$ cat config.mk
export PLATFORM = sky130hd
export DESIGN_NAME = approx_booth_seq_mult
export DESIGN_NICKNAME = d
export VERILOG_FILES = /design/src/rtl/approx_booth_seq_mult.sv
export SDC_FILE = /design/constraint.sdc
export NUM_CORES = 1
export LEC_CHECK = 0
export ABC_AREA = 1
export ABC_CLOCK_PERIOD_IN_PS = 3750
export BUFFER_PORTS_ARGS = -buffer_cell sky130_fd_sc_hd__buf_2
export CORE_ASPECT_RATIO = 1.2
export CORE_MARGIN = 3
export CORE_UTILIZATION = 59
export CTS_CLUSTER_DIAMETER = 30
export DETAILED_ROUTE_END_ITERATION = 10
export PLACE_DENSITY = 0.87
export SLEW_MARGIN = 20
export SYNTH_ARGS = -nofsm -noshare
export SYNTH_HDL_FRONTEND = slang
export SYNTH_SLANG_ARGS = --single-unit
$ cat constraint.sdc
create_clock -name clk -period 3.75 [get_ports clk]
set_input_delay 0.375 -clock clk [delete_from_list [all_inputs] [get_ports clk]]
set_output_delay 0.375 -clock clk [all_outputs]
set_load 0.005 [all_outputs]
$ cat src/rtl/approx_booth_seq_mult.sv
// Sequential radix-4 Booth multiplier with optional LSB truncation of the low-order
// partial products (approximate DNN MAC datapath). One Booth group is retired per cycle.
// Optional feature macro: APPROX_ERR_OUT_EN adds an err output (exact product - p)
// backed by an exact accumulator running in parallel.
// WIDTH must be even and >= 4.
module approx_booth_seq_mult #(
   parameter int unsigned WIDTH         = 8,
   parameter int unsigned APPROX_GROUPS = WIDTH / 2
) (
   input  logic                 clk,
   input  logic                 rst,
   input  logic                 in_valid,
   output logic                 in_ready,
   input  logic [WIDTH-1:0]     a,
   input  logic [WIDTH-1:0]     b,
   input  logic                 approx_en,
   output logic                 out_valid,
   input  logic                 out_ready,
`ifdef APPROX_ERR_OUT_EN
   output logic [2*WIDTH-1:0]   err,
`endif
   output logic [2*WIDTH-1:0]   p
);

   localparam int unsigned PW     = 2 * WIDTH;
   localparam int unsigned Groups = WIDTH / 2;
   localparam int unsigned CntW   = $clog2(Groups);

   localparam logic [CntW-1:0] LastCnt = CntW'(Groups - 1);
   localparam logic [PW-1:0]   LsbMask = {{(PW-1){1'b1}}, 1'b0};
   localparam logic [PW-1:0]   Col1    = {{(PW-2){1'b0}}, 2'b10};

   typedef enum logic [1:0] {StIdle, StRun, StDone} state_e;

   state_e            state_q, state_d;
   logic [WIDTH-1:0]  a_r_q, a_r_d;
   // Multiplier shifted right two bits per group; bit 0 holds b[2i-1] (b[-1]=0 initially).
   logic [WIDTH:0]    b_r_q, b_r_d;
   logic              approx_q, approx_d;
   logic [CntW-1:0]   cnt_q, cnt_d;
   logic [PW-1:0]     acc_q, acc_d;
   logic [PW-1:0]     p_q, p_d;
`ifdef APPROX_ERR_OUT_EN
   logic [PW-1:0]     ex_acc_q, ex_acc_d;
   logic [PW-1:0]     err_q, err_d;
`endif

   logic [2:0]        group;
   logic              sel, is2, neg;
   logic              approx_grp;
   logic              corr;
   logic [PW-1:0]     a_ext, mag, ones;
   logic [PW-1:0]     pp_apx, pp_exact, pp_sel;
   logic [PW-1:0]     pp_w, pp_exact_w;
   logic [CntW:0]     shamt;
   logic [PW-1:0]     acc_sum;
   logic [PW-1:0]     ex_sum;

   // Correction carry for a truncated group: replaces the negation +1 at column 2i with a
   // carry into column 2i+1 whenever the discarded LSB of the complete PP would be 0.
   function automatic logic corr_bit(input logic [2:0] bin, input logic alsb);
      logic n;
      logic one;
      n   = (bin == 3'b100) || (bin == 3'b101) || (bin == 3'b110);
      one = (bin == 3'b101) || (bin == 3'b110);
      return n & ~(one & alsb);
   endfunction

   // State register
   always_ff @(posedge clk or posedge rst) begin
      if (rst) begin
         state_q <= StIdle;
      end else begin
         state_q <= state_d;
      end
   end

   // Next-state logic
   always_comb begin
      state_d = state_q;
      unique case (state_q)
         StIdle:  if (in_valid) state_d = StRun;
         StRun:   if (cnt_q == LastCnt) state_d = StDone;
         StDone:  if (out_ready) state_d = StIdle;
         default: state_d = StIdle;
      endcase
   end

   // Handshake outputs decoded from state
   always_comb begin
      in_ready  = (state_q == StIdle);
      out_valid = (state_q == StDone);
   end

   // Booth digit decode of the current group
   always_comb begin
      group = b_r_q[2:0];
      sel   = 1'b0;
      is2   = 1'b0;
      neg   = 1'b0;
      case (group)
         3'b001, 3'b010: sel = 1'b1;
         3'b011: begin
            sel = 1'b1;
            is2 = 1'b1;
         end
         3'b100: begin
            sel = 1'b1;
            is2 = 1'b1;
            neg = 1'b1;
         end
         3'b101, 3'b110: begin
            sel = 1'b1;
            neg = 1'b1;
         end
         default: sel = 1'b0;
      endcase
   end

   // Partial product formation (exact and truncated) and weighting by 2^(2i)
   always_comb begin
      a_ext      = {{WIDTH{a_r_q[WIDTH-1]}}, a_r_q};
      mag        = is2 ? (a_ext << 1) : a_ext;
      ones       = sel ? (neg ? ~mag : mag) : '0;
      pp_exact   = ones + {{(PW-1){1'b0}}, neg};
      corr       = corr_bit(group, a_r_q[0]);
      pp_apx     = (ones & LsbMask) + (corr ? Col1 : '0);
      approx_grp = approx_q && (32'(cnt_q) < APPROX_GROUPS);
      pp_sel     = approx_grp ? pp_apx : pp_exact;
      shamt      = {cnt_q, 1'b0};
      pp_w       = pp_sel << shamt;
      pp_exact_w = pp_exact << shamt;
      acc_sum    = acc_q + pp_w;
   end

   // Datapath next-state: capture on accept, accumulate in RUN, publish on last group
   always_comb begin
      a_r_d    = a_r_q;
      b_r_d    = b_r_q;
      approx_d = approx_q;
      cnt_d    = cnt_q;
      acc_d    = acc_q;
      p_d      = p_q;
`ifdef APPROX_ERR_OUT_EN
      ex_acc_d = ex_acc_q;
      err_d    = err_q;
      ex_sum   = ex_acc_q + pp_exact_w;
`else
      ex_sum   = pp_exact_w;
`endif
      unique case (state_q)
         StIdle: begin
            if (in_valid) begin
               a_r_d    = a;
               b_r_d    = {b, 1'b0};
               approx_d = approx_en;
               cnt_d    = '0;
               acc_d    = '0;
`ifdef APPROX_ERR_OUT_EN
               ex_acc_d = '0;
`endif
            end
         end
         StRun: begin
            acc_d = acc_sum;
            b_r_d = b_r_q >> 2;
            cnt_d = cnt_q + 1'b1;
`ifdef APPROX_ERR_OUT_EN
            ex_acc_d = ex_sum;
`endif
            if (cnt_q == LastCnt) begin
               p_d = acc_sum;
`ifdef APPROX_ERR_OUT_EN
               err_d = ex_sum - acc_sum;
`endif
            end
         end
         StDone: begin
            p_d = p_q;
         end
         default: begin
            cnt_d = '0;
         end
      endcase
   end

   // Datapath registers; reset abandons any transaction in flight
   always_ff @(posedge clk or posedge rst) begin
      if (rst) begin
         a_r_q    <= '0;
         b_r_q    <= '0;
         approx_q <= 1'b0;
         cnt_q    <= '0;
         acc_q    <= '0;
         p_q      <= '0;
`ifdef APPROX_ERR_OUT_EN
         ex_acc_q <= '0;
         err_q    <= '0;
`endif
      end else begin
         a_r_q    <= a_r_d;
         b_r_q    <= b_r_d;
         approx_q <= approx_d;
         cnt_q    <= cnt_d;
         acc_q    <= acc_d;
         p_q      <= p_d;
`ifdef APPROX_ERR_OUT_EN
         ex_acc_q <= ex_acc_d;
         err_q    <= err_d;
`endif
      end
   end

   assign p = p_q;
`ifdef APPROX_ERR_OUT_EN
   assign err = err_q;
`endif

endmodule

==> results.toml <==
[setup_path]
worstReg2RegStart = "b_r_q[1]"
rr_endpoint = "acc_q[13]"
crit_fanout = 4
critPathCaptureType = "flip-flop"
path_class = "reg2reg"
crit_arrival_ns = 3.93
r2r_cells = 25
r2r_slack_ns = 0.08
cp.required_ns = 4.00
start_kind = "flip-flop"

[hold_path]
hold_class = "in2async"

[synth]
yosysMostFrequentCell = "nand2_1"
synth.net_count = 540
syn_inst = 499
ys_async_sr_fraction_pct = 100
ys_types = 41
yosysSeqAreaShare_pct = 37.4
netlist_area_sq_um = 3610
synth_edf_count = 0
syn_avg_cell_area_sq_um = 7.24
synthTopCellsByCount = "148 x nand2_1, 54 x dfrtp_1, 49 x inv_1"
ys_warn_count = 0
synth_top_flop_cell = "dfrtp_1"
synth.area.top_cells = "dfrtp_1 37%, nand2_1 15%, ha_1 6.6%"
synth_top_cell_by_area = "dfrtp_1"
synth_top_area_share_pct = 37.4
ys_ff_latch = 54

[sta]
tightest_slew_ns = 0.929
setup_viol = 0
fin_tns_setup_ns = 0
timing.hold.ws_ns = 0.218
fmax_mhz = 272
final.min_clock_period_ns = 3.67
period_share_pct = 97.9
slew_headroom_pct = 38.0
slew_violations = 0
finalHoldViolCount = 0
rsz0062_at_grt = "true"
fin_worst_skew_ns = 0.0120

[global_route]
grt_pass1_vias = 3420
antenna_found_initial = 0
grt.total_usage_pct = 25.9
grt_pass1_wl_mm = 15.2
grt-ovfl-total = 0
grt_max_degree = 55

[die]
boundaryPins = 39
coreArea_sq_um = 5780
start_util_pct = 62.5
fp.dieH_microns = 91.7
row_count = 30
dieWidth_microns = 77.4
die_area_sq_um = 7100

[status]
status = "finished clean"

[route]
drt_iter0_markers = 277
drc = 0
drtAntennaViolNets = 0
drt-total-wl_mm = 9.53
wl_per_cell_microns = 15.0
firstDrtPassIters = 5
vias_per_cell = 5.57
via_count = 3545

[final_layout]
instances_no_fill = 636
n_antenna_cell = 0
drive_gt1_share_pct = 28.2
n_fill_cell = 430
nets = 596
final_util_pct = 76.7
syn2layout_area_growth_pct = 22.7

[clocking]
cts_root_buf = "clkbuf_8"
cts-hold-fix-buffers = 0
ctsLongestPathBuffers = 2
numCtsBuffers = 5
tritoncts = "yes"
cts.sink_count = 54
cts_htree_levels = 2
insertion_delay_ns = 0.32
clkSlewWorstSetupHoldPaths_ns = 0.11

[place]
dpl.cell_count = 610
place_congestion = 0.851
numPortBuffers = 38
hpwlAfterDp_mm = 6.38

[flow_run]
cap_violations = 0
==> area by class of cell <==
cell class | instances | area (sq um) | area share [%]
Timing Repair Buffer | 64 | 389 | 8.78
Clock inverter | 3 | 48.8 | 1.10
Multi-Input combinational cell | 374 | 2260 | 50.9
Clock buffer | 5 | 68.8 | 1.55
Inverter | 56 | 216 | 4.88
Tap cell | 80 | 100 | 2.26
Sequential cell | 54 | 1350 | 30.5
==> how the worst max path moves through the flow <==
stage / end / slack [ns] / startpoint / depth (start not counted)
global route: p[13] / -0.21 / b_r_q[1] / 26
detailed placement: acc_q[13] / -0.08 / b_r_q[0] / 24
finish: acc_q[13] / 0.08 / b_r_q[1] / 25
CTS: p[15] / 0.04 / b_r_q[0] / 28
global placement: p[13] / 0.02 / b_r_q[0] / 24
floorplan: p[11] / 0.30 / b_r_q[2] / 27
==> logic make-up (layout without fill, tap and decap cells) <==
kind of cell,Yosys count,in the layout,share of synthesized area [%]
AO/OA/AOI/OAI,90,90,14.4
AND/OR/NAND/NOR,253,253,30.4
XOR/XNOR,10,10,2.42
flip-flops,54,54,37.4
buffers and inverters,71,128,7.90
multiplexers,1,1,0.312
adder cells (fa/ha/maj),20,20,7.14
==> critical path, stage by stage (launching register included) <==
cell,delay [ns]
dfrtp_1,0.44
nor2_2,0.15
nand2_2,0.10
buf_4,0.15
buf_4,0.13
nand3_1,0.08
nand3_2,0.09
nand2_2,0.10
inv_2,0.05
ha_2,0.28
o21ai_2,0.17
buf_4,0.13
o21ai_2,0.05
nand2_1,0.06
o21ai_1,0.07
ha_1,0.38
inv_2,0.06
nor3_2,0.16
nand2_1,0.08
o211ai_1,0.15
a21oi_2,0.13
nor3_2,0.15
nor2_1,0.07
xor2_1,0.21
nand2_1,0.09
nand2_1,0.06
==> registers in the layout (all words and copies together), names as in the netlist <==
name	cells
acc_q	16
p	16
b_r_q	9
a_r_q	8
cnt_q	2
state_q	2
approx_grp	1
==> metrics by stage <==
| stage | worst slack (ns) | cell area [sq um] |
|---|---|---|
| finish | 0.0772 | 4430 |
| floorplan | 0.302 | 3610 |
| CTS | 0.0357 | 4010 |
| detailed placement | -0.0769 | 3890 |
| global route | -0.209 | 4430 |
| global placement | 0.0222 | 3890 |
==> cells in the final DEF, fill, tap and decap left out, types with 7 or more instances in the layout <==
cell and instances:
o21ai_1 14, buf_4 25, o21ai_2 9, dfrtp_1 53, nand3_2 9, inv_1 44, nand3_1 36, nand2_1 133
inv_2 7, nor2_1 28, buf_2 38, a21oi_2 7, ha_1 11, o21ai_0 20, nand2_2 20, a21oi_1 23
==> routing by layer <==
metal / vias to the layer above / wire [microns] / track usage [%]
met1: 1645 / 3990 / 32.4
li1: 1747 / - / -
met2: 131 / 4850 / 45.5
met4: 0 / 238 / 8.16
met5: - / 0 / 0
met3: 22 / 452 / 4.03
==> repair_timing <==
| item | 4_1_cts | 5_1_grt |
|---|---|---|
| hold endpoints to repair | 0 | 0 |
| setup endpoints to repair | 6 | 22 |
| resized for setup | 3 | 79 |
| pin swaps | 0 | 38 |
| cloned | 0 | 0 |
| setup buffers | 0 | 18 |
Power is left out: the tool's default activity adds up to more than one toggle a clock period on the data nets, which glitch-free logic cannot reach.
